File: config.mk
export PLATFORM = sky130hd
export DESIGN_NAME = noc_byte_packer
export DESIGN_NICKNAME = d
export VERILOG_FILES = /design/src/rtl/noc_pack_pkg.sv /design/src/rtl/noc_pack_fifo.sv /design/src/rtl/noc_byte_packer.sv
export SDC_FILE = /design/constraint.sdc
export NUM_CORES = 1
export LEC_CHECK = 0
export CORE_ASPECT_RATIO = 0.9
export CORE_MARGIN = 2
export CORE_UTILIZATION = 54
export CTS_CLUSTER_DIAMETER = 80
export DETAILED_ROUTE_END_ITERATION = 6
export PLACE_DENSITY = 0.82
export SYNTH_ARGS = -nofsm -noshare
export SYNTH_HDL_FRONTEND = slang
export SYNTH_HIERARCHICAL = 1
export SYNTH_SLANG_ARGS = --single-unit
File: constraint.sdc
create_clock -name clk -period 3.9 [get_ports clk]
set_input_delay 0.39 -clock clk [delete_from_list [all_inputs] [get_ports clk]]
set_output_delay 0.39 -clock clk [all_outputs]
set_load 0.05 [all_outputs]
File: src/rtl/noc_pack_pkg.sv
// Shared types and header-field layout for the NOC byte packer.
// Build option NOC_PACK_BIGEND_EN (used by noc_byte_packer) selects big-endian byte packing.
package noc_pack_pkg;

    typedef enum logic [1:0] {
        ST_IDLE    = 2'd0,
        ST_COLLECT = 2'd1,
        ST_DISCARD = 2'd2
    } state_e;

    localparam logic [2:0] OP_WRITE = 3'b001;

    localparam int HDR_OP_MSB = 7;
    localparam int HDR_OP_LSB = 5;
    localparam int HDR_N_MSB  = 4;
    localparam int HDR_N_LSB  = 0;

    localparam int WORD_W = 64;

    // A header is legal only for a write of 1..max_n whole words.
    function automatic logic hdr_legal(input logic [7:0] hdr, input logic [4:0] max_n);
        logic [2:0] op;
        logic [4:0] n;
        op = hdr[HDR_OP_MSB:HDR_OP_LSB];
        n  = hdr[HDR_N_MSB:HDR_N_LSB];
        return (op == OP_WRITE) && (n != 5'd0) && (n <= max_n);
    endfunction

endpackage

File: src/rtl/noc_pack_fifo.sv
// Word buffer for the byte packer: first-word-fall-through with a registered head.
// A write into a full buffer is accepted only if a pop happens in the same cycle; otherwise drop_o pulses.
module noc_pack_fifo #(
    parameter int DEPTH = 4,
    parameter int WIDTH = 65
) (
    input  logic             clk,
    input  logic             rst,
    input  logic             wr_en_i,
    input  logic [WIDTH-1:0] wr_data_i,
    input  logic             rd_en_i,
    output logic [WIDTH-1:0] rd_data_o,
    output logic             full_o,
    output logic             empty_o,
    output logic             drop_o
);

    localparam int AW = $clog2(DEPTH);

    logic [WIDTH-1:0] mem_q [DEPTH];
    logic [AW-1:0]    wr_ptr_q, wr_ptr_d;
    logic [AW-1:0]    rd_ptr_q, rd_ptr_d;
    logic [AW:0]      count_q, count_d;
    logic [AW:0]      remain;
    logic [WIDTH-1:0] rd_data_q, rd_data_d;
    logic             pop, push;

    assign empty_o   = (count_q == '0);
    assign full_o    = (count_q == (AW+1)'(DEPTH));
    assign pop       = rd_en_i && !empty_o;
    assign push      = wr_en_i && (!full_o || pop);
    assign drop_o    = wr_en_i && !push;
    assign rd_data_o = rd_data_q;

    always_comb begin
        rd_ptr_d  = rd_ptr_q;
        wr_ptr_d  = wr_ptr_q;
        if (pop)  rd_ptr_d = rd_ptr_q + AW'(1);
        if (push) wr_ptr_d = wr_ptr_q + AW'(1);
        count_d = count_q + {{AW{1'b0}}, push} - {{AW{1'b0}}, pop};
        remain  = count_q - {{AW{1'b0}}, pop};
        // The head register is preloaded with whatever will sit at the head next cycle.
        if (count_d == '0) begin
            rd_data_d = '0;
        end else if (remain == '0) begin
            rd_data_d = wr_data_i;
        end else begin
            rd_data_d = mem_q[rd_ptr_d];
        end
    end

    always_ff @(posedge clk or posedge rst) begin
        if (rst) begin
            wr_ptr_q  <= '0;
            rd_ptr_q  <= '0;
            count_q   <= '0;
            rd_data_q <= '0;
        end else begin
            wr_ptr_q  <= wr_ptr_d;
            rd_ptr_q  <= rd_ptr_d;
            count_q   <= count_d;
            rd_data_q <= rd_data_d;
        end
    end

    always_ff @(posedge clk) begin
        if (push) mem_q[wr_ptr_q] <= wr_data_i;
    end

endmodule

File: src/rtl/noc_byte_packer.sv
// Packs NOC header/payload bytes into 64-bit words and queues them for the permutation stage.
// Define NOC_PACK_BIGEND_EN to place the first byte of each word in din[63:56].
module noc_byte_packer
    import noc_pack_pkg::*;
#(
    parameter int FIFO_DEPTH = 4,
    parameter int MAX_WORDS  = 25
) (
    input  logic        clk,
    input  logic        reset,
    input  logic        noc_to_dev_ctl,
    input  logic [7:0]  noc_to_dev_data,
    output logic        pushin,
    output logic        firstin,
    output logic [63:0] din,
    input  logic        stopin,
    output logic        err_hdr,
    output logic        err_ovf,
    output logic [1:0]  dbg_state_o
);

    // Handshake: a word moves downstream on a cycle where pushin && !stopin;
    // while stopin is high, pushin/firstin/din hold. The NOC side never stalls.

    state_e        state_q, state_d;
    logic [2:0]    byte_cnt_q, byte_cnt_d;
    logic [4:0]    word_cnt_q, word_cnt_d;
    logic [4:0]    n_q, n_d;
    logic [63:0]   acc_q, acc_d;
    logic          err_hdr_q, err_hdr_d;
    logic          err_ovf_q, err_ovf_d;

    logic          hdr_ok;
    logic [2:0]    lane;
    logic [63:0]   word_next;
    logic          wr_en;
    logic [64:0]   wr_data;
    logic [64:0]   rd_data;
    logic          fifo_full, fifo_empty, fifo_drop;
    logic          pop;

    assign hdr_ok = hdr_legal(noc_to_dev_data, 5'(MAX_WORDS));

`ifdef NOC_PACK_BIGEND_EN
    assign lane = ~byte_cnt_q;
`else
    assign lane = byte_cnt_q;
`endif

    always_comb begin
        word_next = acc_q;
        word_next[{lane, 3'b000} +: 8] = noc_to_dev_data;
    end

    always_comb begin
        state_d    = state_q;
        byte_cnt_d = byte_cnt_q;
        word_cnt_d = word_cnt_q;
        n_d        = n_q;
        acc_d      = acc_q;
        err_hdr_d  = 1'b0;
        wr_en      = 1'b0;
        wr_data    = {(word_cnt_q == 5'd0), word_next};

        if (noc_to_dev_ctl) begin
            // Any header byte is decoded; one arriving mid-frame also aborts that frame.
            err_hdr_d = !hdr_ok || (state_q == ST_COLLECT);
            if (hdr_ok) begin
                state_d    = ST_COLLECT;
                byte_cnt_d = 3'd0;
                word_cnt_d = 5'd0;
                n_d        = noc_to_dev_data[HDR_N_MSB:HDR_N_LSB];
                acc_d      = '0;
            end else begin
                state_d = ST_DISCARD;
                acc_d   = '0;
            end
        end else if (state_q == ST_COLLECT) begin
            acc_d      = word_next;
            byte_cnt_d = byte_cnt_q + 3'd1;
            if (byte_cnt_q == 3'd7) begin
                wr_en      = 1'b1;
                acc_d      = '0;
                word_cnt_d = word_cnt_q + 5'd1;
                if (word_cnt_q == n_q - 5'd1) state_d = ST_IDLE;
            end
        end

        err_ovf_d = err_ovf_q | fifo_drop;
    end

    always_ff @(posedge clk or posedge reset) begin
        if (reset) begin
            state_q    <= ST_IDLE;
            byte_cnt_q <= '0;
            word_cnt_q <= '0;
            n_q        <= '0;
            acc_q      <= '0;
            err_hdr_q  <= 1'b0;
            err_ovf_q  <= 1'b0;
        end else begin
            state_q    <= state_d;
            byte_cnt_q <= byte_cnt_d;
            word_cnt_q <= word_cnt_d;
            n_q        <= n_d;
            acc_q      <= acc_d;
            err_hdr_q  <= err_hdr_d;
            err_ovf_q  <= err_ovf_d;
        end
    end

    assign pop = pushin && !stopin;

    noc_pack_fifo #(
        .DEPTH (FIFO_DEPTH),
        .WIDTH (65)
    ) u_fifo (
        .clk       (clk),
        .rst       (reset),
        .wr_en_i   (wr_en),
        .wr_data_i (wr_data),
        .rd_en_i   (pop),
        .rd_data_o (rd_data),
        .full_o    (fifo_full),
        .empty_o   (fifo_empty),
        .drop_o    (fifo_drop)
    );

    assign pushin      = !fifo_empty;
    assign firstin     = rd_data[64];
    assign din         = rd_data[63:0];
    assign err_hdr     = err_hdr_q;
    assign err_ovf     = err_ovf_q;
    assign dbg_state_o = state_q;

endmodule
# Word-level counts from Yosys, hierarchy flattened
# Memory sizes are Yosys's and may differ from the RTL's.
# Cells that the tools add are included.
[classes]
add_sub_neg = 9
n_lt_le_gt_ge = 1
eq_ne = 6
n_shift = 2
muxes = 25
bitwise_logic = 1
n_reduce_logical = 25
[ops]
columns = ["op", "count"]
rows = [
  ["64-bit 2-to-1 mux", 3],
  ["65-bit 2-to-1 mux", 2],
  ["64-bit bitwise mux", 1],
  ["8-bit by 8-bit variable shift with 64-bit output (first input constant)", 1],
  ["8-bit by 8-bit indexed part select with 64-bit output", 1],
  ["5-bit 2-to-1 mux", 4],
  ["2-bit 2-to-1 mux", 6],
  ["3-bit logical NOT", 3],
  ["3-bit 2-to-1 mux", 3],
  ["6-bit negator with 8-bit output", 1],
  ["3-bit == test (second input constant)", 2],
  ["1-bit logical AND", 6],
  ["1-bit 2-to-1 mux", 6],
  ["3-bit AND reduction", 2],
  ["2-bit nonzero test", 3],
  ["3-bit by 1-bit subtractor with 3-bit output", 2],
  ["5-bit by 1-bit adder with 5-bit output (second input constant)", 1],
  ["5-bit == test", 1],
  ["5-bit <= comparator (second input constant)", 1],
  ["1-bit logical NOT", 5],
  ["5-bit logical NOT", 1],
  ["5-bit nonzero test", 1],
  ["5-bit by 1-bit subtractor with 5-bit output (second input constant)", 1],
  ["2-bit by 1-bit adder with 2-bit output (second input constant)", 2],
  ["8 further kinds", 10],
]
[word_totals]
register_bits = 153
ramBits = 260
out_inout_bits = 70
n_memories = 1
[memory_table]
columns = ["name", "depth", "word_bits", "read_ports", "rd_clocked_by_memory_dff", "wr", "line", "rtl"]
rows = [
  ["u_fifo.mem_q", 4, 65, 1, 0, 1, "noc_pack_fifo.sv:20", "logic [WIDTH-1:0] mem_q [DEPTH];"],
]

# Depth between registers and ports, before layout
# Gate-level depths: netlist of the first run.
[depth]
ltp_word = 10
ltp_mapped = 16
ltp_nobuf = 12

# Cells and area by module
# The synthesis of the first run kept the hierarchy.
[by_module_without_submodules]
columns = ["mod", "instances", "cells_per_inst", "area_each_um2", "seq_area_each_um2"]
rows = [
  ["noc_pack_fifo", 1, 671, 12939.9, 9609.2],
  ["noc_byte_packer", 1, 361, 4287.9, 2026.9],
]

# Worst setup path after synthesis of the first run
# No wires, ideal clock.
[synth_path]
kind = "reg2reg"
from = "register byte_cnt_q[0]"
to = "memory u_fifo.mem_q[0][0] (enable)"
setup_time_ns = 0.430
arrival_ns = 3.355
required_time_ns = 3.470
slack_ns = 0.115
path_stages_with_launch = 8
path_buffers = 2
synth_period_minus_slack_ns = 3.785
cell_sequence = "dfrtp_1 -> ha_1 -> ha_1 -> nor4bb_1 -> clkbuf_1 -> nor2b_1 -> clkbuf_1 -> and2_1"
[synth_between]
elab_chain_cells = 7
[synth_rtl]
columns = ["item", "line", "rtl"]
rows = [
  ["start: declaration", "noc_byte_packer.sv:26", "logic [2:0] byte_cnt_q, byte_cnt_d;"],
  ["start signal: assignment", "noc_byte_packer.sv:103", "byte_cnt_q <= byte_cnt_d;"],
  ["3-bit == test", "noc_byte_packer.sv:81", "if (byte_cnt_q == 3'd7) begin"],
  ["1-bit 2-to-1 mux", "noc_byte_packer.sv:81", ""],
  ["1-bit 2-to-1 mux", "noc_byte_packer.sv:78", "end else if (state_q == ST_COLLECT) begin"],
  ["1-bit 2-to-1 mux", "noc_byte_packer.sv:65", "if (noc_to_dev_ctl) begin"],
  ["net wr_en", "noc_byte_packer.sv:36", "logic wr_en;"],
  ["1-bit logical AND", "noc_pack_fifo.sv:31", "assign push = wr_en_i && (!full_o || pop);"],
  ["1-bit 2-to-1 mux", "noc_pack_fifo.sv:67", "if (push) mem_q[wr_ptr_q] <= wr_data_i;"],
  ["1-bit 2-to-1 mux (not written as such)", "noc_pack_fifo.sv:67", ""],
  ["end: declaration", "noc_pack_fifo.sv:20", ""],
]
# The timed path passes the listed nets, and every way through them passes these cells.

# Final worst setup path of the first run
[layout_path]
from = "register byte_cnt_q[1]"
to = "register u_fifo.rd_data_q[0], in the netlist u_fifo/rd_data_o[0]"
[layout_between]
elab_chain_cells = 9
[layout_rtl]
columns = ["item", "line", "rtl"]
rows = [
  ["3-bit == test", "noc_byte_packer.sv:81", ""],
  ["1-bit 2-to-1 mux", "noc_byte_packer.sv:81", ""],
  ["1-bit 2-to-1 mux", "noc_byte_packer.sv:78", ""],
  ["1-bit 2-to-1 mux", "noc_byte_packer.sv:65", ""],
  ["1-bit logical AND", "noc_pack_fifo.sv:31", ""],
  ["3-bit by 1-bit adder with 3-bit output", "noc_pack_fifo.sv:40", "count_d = count_q + {{AW{1'b0}}, push} - {{AW{1'b0}}, pop};"],
  ["3-bit by 1-bit subtractor with 3-bit output", "noc_pack_fifo.sv:40", ""],
  ["3-bit logical NOT", "noc_pack_fifo.sv:43", "if (count_d == '0) begin"],
  ["65-bit 2-to-1 mux *", "noc_pack_fifo.sv:43", ""],
  ["net u_fifo.rd_data_d[0]", "noc_pack_fifo.sv:25", "logic [WIDTH-1:0] rd_data_q, rd_data_d;"],
  ["end signal: assignment", "noc_pack_fifo.sv:62", "rd_data_q <= rd_data_d;"],
  ["end: declaration", "noc_pack_fifo.sv:25", ""],
]
# The timed path passes the listed nets; every way through them passes the cells marked *.
# A chain may end at the register's enable or synchronous reset.

==> impl_metrics.ini, run 1 <==
[status]
status = completed

[timing]
skew_ns = 0.0210
slew_viol_final = 0
hold_viol = 0
fmax_mhz = 272
whs_ns = 0.278
timing.final.ws_setup_ns = 0.226
finalSetupTns_ns = 0
setup_viol = 0
layout_min_cycle_time_ns = 3.67
rsz0062_at_grt = no
slew_headroom_pct = 18.9
worst_pin_slew_ns = 1.20
finalCritPeriodShare_pct = 94.2

[global_routing]
grt_overflow = 0
antenna_found_initial = 0
track_usage_pct = 22.5
grt_pass1_vias = 9921
grt_max_degree = 66
grt_pass1_wl_um = 57400

[layout]
drive_above_1_share_pct = 20.2
finalNonFillerCells = 1588
area_growth_pct = 15.6
final_net_count = 1169
num_antenna_cells = 0
fill_cells = 2219

[place]
place_inst = 1512
port_buffers = 81
gp_congestion = 0.834
dpl_worst_slack_ns = 0.165
dpl.hpwl_um = 21700

[floorplanning]
die_w_um = 192
ios = 82
die-area_um2 = 33300
fp.dieH_um = 173
coreArea_um2 = 31700
initial_core_util_pct = 54.4
fp-row-count = 62

[worst_setup_path]
path_class = register to register
critical_path_required_ns = 4.35
path_cells = ha_1 > ha_1 > nor4bb_1 > buf_4 > or2_1 > nand2_1 > ha_1 > fa_1 > xor3_2 > a2bb2oi_4 > nand2b_4 > buf_12 > o221ai_2
endpoint_kind = register
cpPeakStageDelay_ns = 0.51
rr_worst_depth = 13
r2r-end = u_fifo/rd_data_o[0]
crit_top_cell = ha_1
cp-start-kind = register
r2r_setup_slack_ns = 0.23
reg2reg_from = byte_cnt_q[1]
worstPathMaxFanout = 20
crit_path_top_delay_cell = dfrtp_1
arrival_ns = 4.12

[clock_network]
h-tree-depth = 2
cts_tree = yes
holdBufCountCts = 0
clkSlewWorstSetupHoldPaths_ns = 0.06
cts_root_buf = clkbuf_16
cts_buffers = 41
clk_latency_ns = 0.55
clock_path_buffers = 3
cts_sinks = 413

[route]
routed_wl_um = 36800
via_per_inst = 6.04
dr.pass1.iters = 6
remaining_drc_errors = 0
vias = 9595
wl_per_cell_um = 23.2
drt_iter0_markers = 890
ant_nets = 0

[synth]
synth_cells = 1031
yosysWarnings = 6
syn-num-nets = 1061
syn_avg_cell_area_um2 = 16.7
syn_area_um2 = 17200

[power_and_ir_drop]
power-per-cell-area_nw_per_um2 = 766
total_power_mw = 15.2
power.leakage_nw = 7.51
ir_drop_uv = 555

[flow_run]
drv_cap = 0

[hold_path]
hold_path.class = input pin to asynchronous set/reset pin
## through the flow
stage	instance area (um^2)	util (%)
6_report	19900	62.9
5_1_grt	19900	62.9
4_1_cts	19900	62.8
3_5_place_dp	18500	58.6
3_3_place_gp	18500	58.6
2_1_floorplan	17200	-
## worst max path at each step
stage               depth (start not counted)                    to            from
global placement                           12  u_fifo/rd_data_o[50]  noc_to_dev_ctl
CTS                                        13  u_fifo/rd_data_o[60]   byte_cnt_q[1]
floorplan                                   7    u_fifo/mem_q[0][0]   byte_cnt_q[0]
global route                               13  u_fifo/rd_data_o[37]   byte_cnt_q[1]
finish                                     13   u_fifo/rd_data_o[0]   byte_cnt_q[1]
detailed placement                         13  u_fifo/rd_data_o[60]   byte_cnt_q[1]
## per-layer routing
metal / share of wire [%] / GRT usage (%) / up-vias
met5: 0 / 0 / -
met4: 2.0 / 5.85 / 0
met3: 6.1 / 3.66 / 61
met2: 49 / 36.5 / 319
met1: 43 / 32.0 / 4998
li1: - / - / 4217
## registers in the layout, indices dropped and copies added (netlist names)
signal and count:
n_q 5, u_fifo/wr_ptr_q 2, u_fifo/count_q 3, dbg_state_o 2, acc_q 64, err_ovf 1
err_hdr 1, word_cnt_q 5, byte_cnt_q 3, u_fifo/rd_ptr_q 2, u_fifo/mem_q 260, u_fifo/rd_data_o 65
## what timing repair did
item / in CTS / in global routing
resized for setup: 0 / 2
buffers inserted: 0 / 0
setup endpoints to repair: 0 / 43
## where the power goes
| part | switching, mW | internal [mW] | total (mW) | leakage (nW) |
|---|---|---|---|---|
| logic | 3.58 | 2.55 | 6.13 | 2.68 |
| registers | 0.154 | 4.97 | 5.12 | 4.16 |
| clock network | 1.63 | 2.35 | 3.99 | 0.661 |
| total | 5.37 | 9.87 | 15.2 | 7.51 |
## cell type report
| class | count | area (um^2) | area share (%) |
|---|---|---|---|
| repair buffers | 119 | 1290 | 6.47 |
| multi-input cells | 543 | 5020 | 25.2 |
| clock buffers | 61 | 1130 | 5.68 |
| clock inverters | 15 | 225 | 1.13 |
| flip-flops and latches | 413 | 11600 | 58.5 |
| inverters | 21 | 80.1 | 0.402 |
| well taps | 416 | 520 | 2.61 |
## layout by cell type, fill, tap and decap left out, drive strengths merged, types with 6 or more instances in the layout
cell type,instances
dfrtp,153
buf,38
ha,17
and2,13
edfxtp,260
o221ai,65
nand2,87
a22o,94
xor2,10
nor2,20
clkbuf,61
a21o,8
inv,21
clkinv,10
mux2,32
clkdlybuf4s50,81
o21ai,8
nor3,6
mux2i,130
## critical path, delay by kind of cell (launching register included)
kind	cells	cell delay (ns)
AO/OA/AOI/OAI	2	0.44
XOR/XNOR	1	0.31
adder cells (fa/ha/maj)	4	1.00
buffers and inverters	2	0.49
flip-flops	1	0.51
AND/OR/NAND/NOR	4	0.81
Power figures use the tool's default switching activity.
==> run 2, diff against run 1 <==
--- a/config.mk
+++ b/config.mk
@@ -12,3 +12,5 @@
 export DETAILED_ROUTE_END_ITERATION = 6
+export GPL_TIMING_DRIVEN = 0
 export PLACE_DENSITY = 0.82
+export SKIP_CTS_REPAIR_TIMING = 1
 export SYNTH_ARGS = -nofsm -noshare
--- a/constraint.sdc
+++ b/constraint.sdc
@@ -3,2 +3,2 @@
 set_output_delay 0.39 -clock clk [all_outputs]
-set_load 0.05 [all_outputs]
+set_load 0.005 [all_outputs]
==> run 2 against run 1 <==
Worst hold slack got worse by 0.026 ns. Via count fell by 0.72%. Clock skew up 0.00059 ns. Clock-buffer cell count is 1 lower. Sequential cell count did not move. Combinational power is essentially flat. Setup slack improved by 0.0072 ns. Critical path depth rose by 3. First-iteration DRC count is 14% higher. Non-clock buffer count is 25 higher. Critical path type unchanged. Highest routed layer unchanged.
==> impl_metrics.ini, run 2 (synthesis gave the netlist of run 1 again) <==
[status]
status = completed

[layout]
num_antenna_cells = 0
drive_above_1_share_pct = 22.0
final_net_count = 1194
finalNonFillerCells = 1613
fill_cells = 2217
regMostFlops = u_fifo/mem_q
finish.utilization_pct = 63.8
area_growth_pct = 17.2
final_common_cell = edfxtp_1
final_area_um2 = 20200
layout_common_cells = edfxtp_1, dfrtp_1, mux2i_1
largest_reg_flops = 260

[clock_network]
cts_root_buf = clkbuf_16
clk_latency_ns = 0.55
cts_tree = yes
clkSlewWorstSetupHoldPaths_ns = 0.06
cts_buffers = 41
cts_sinks = 413
h-tree-depth = 2
clock_path_buffers = 3

[route]
dr.pass1.iters = 5
vias = 9526
dr_wl_met2_um = 17500
drt_iter0_markers = 1018
remaining_drc_errors = 0
wl_met3_um = 2240
ant_nets = 0
routed_wl_um = 36400
top_layer = met4
met1Wirelength_um = 15700
wl_per_cell_um = 22.6
via_per_inst = 5.91

[global_routing]
grt_pass1_vias = 9697
grt_pass1_wl_um = 56600
antenna_found_initial = 0
grt_max_degree = 74
grt_overflow = 0
track_usage_pct = 22.4

[floorplanning]
die-area_um2 = 33300
fp-row-count = 62
die_w_um = 192
initial_core_util_pct = 54.4
fp.dieH_um = 173
coreArea_um2 = 31700
ios = 82

[worst_setup_path]
reg2reg_from = byte_cnt_q[1]
worstPathMaxFanout = 10
critical_path_required_ns = 4.32
r2r-end = u_fifo/rd_data_o[47]
arrival_ns = 4.09
rr_worst_depth = 16
cp-start-kind = register
endpoint_kind = register
path_class = register to register
r2r_setup_slack_ns = 0.23

[timing]
rsz0062_at_grt = no
fmax_mhz = 273
hold_viol = 0
layout_min_cycle_time_ns = 3.67
worst_pin_slew_ns = 1.23
slew_headroom_pct = 16.6
slew_viol_final = 0
whs_ns = 0.253
finalSetupTns_ns = 0
timing.final.ws_setup_ns = 0.233
skew_ns = 0.0216
setup_viol = 0
finalCritPeriodShare_pct = 94.0

[place]
placed_cell_area_um2 = 18700
gp_congestion = 0.869
dpl_worst_slack_ns = -0.308
place_inst = 1534
port_buffers = 81
dpl.hpwl_um = 22900

[power_and_ir_drop]
power-per-cell-area_nw_per_um2 = 759
total_power_mw = 15.3
ir_drop_uv = 563
power.leakage_nw = 7.64

[hold_path]
hold_path.class = input pin to asynchronous set/reset pin

[flow_run]
drv_cap = 0
[run 2: changes by cell type in the layout (fill, tap and decap cells not counted), moves of 3 or more]
cell,previous run,this run
clkbuf_4,0,7
buf_6,1,12
and2_2,4,0
buf_2,0,7
and2_4,0,4
buf_4,22,9
buf_16,0,3
[run 2: final cells by class]
| type | count | area, um^2 | share of cell area (%) |
|---|---|---|---|
| plain buffers | 54 | 544 | 2.70 |
| inverters | 21 | 83.8 | 0.415 |
| well taps | 416 | 520 | 2.58 |
| multi-input cells | 543 | 5010 | 24.8 |
| flip-flops and latches | 413 | 11600 | 57.7 |
| repair buffers | 90 | 976 | 4.84 |
| clock buffers | 60 | 1190 | 5.90 |
| clock inverters | 16 | 216 | 1.07 |
[run 2: how the worst max path moves through the flow]
stage               cells past startpoint            from  slack [ns]              endpoint
global route                           16   byte_cnt_q[1]        0.02   u_fifo/rd_data_o[8]
global placement                        6  noc_to_dev_ctl       -1.37   u_fifo/mem_q[0][26]
CTS                                    16   byte_cnt_q[0]       -0.33  u_fifo/rd_data_o[47]
finish                                 16   byte_cnt_q[1]        0.23  u_fifo/rd_data_o[47]
detailed placement                     15  noc_to_dev_ctl       -0.31  u_fifo/rd_data_o[47]
floorplan                               7   byte_cnt_q[0]        0.12    u_fifo/mem_q[0][0]
[run 2: metal layers]
| metal | GRT usage (%) | vias up |
|---|---|---|
| li1 | - | 4264 |
| met1 | 31.8 | 4860 |
| met2 | 35.3 | 331 |
| met3 | 3.93 | 71 |
| met4 | 7.44 | 0 |
| met5 | 0 | - |
[run 2: worst max-delay path, cell delays in order (launching register included)]
cell and delay (ns):
dfrtp_2 0.47, ha_1 0.21, ha_2 0.21, nor4bb_2 0.18, buf_4 0.19, nor2b_1 0.13
clkbuf_2 0.17, nand2_1 0.09, nand2_1 0.05, ha_1 0.20, fa_1 0.41, xor3_2 0.29
a211oi_2 0.22, buf_4 0.27, clkbuf_4 0.26, nand2_1 0.09, o221ai_2 0.10
[run 2: where the power goes]
part,total [mW],switching (mW),internal [mW]
clock network,4.07,1.61,2.46
registers,5.08,0.112,4.97
logic,6.16,3.31,2.86
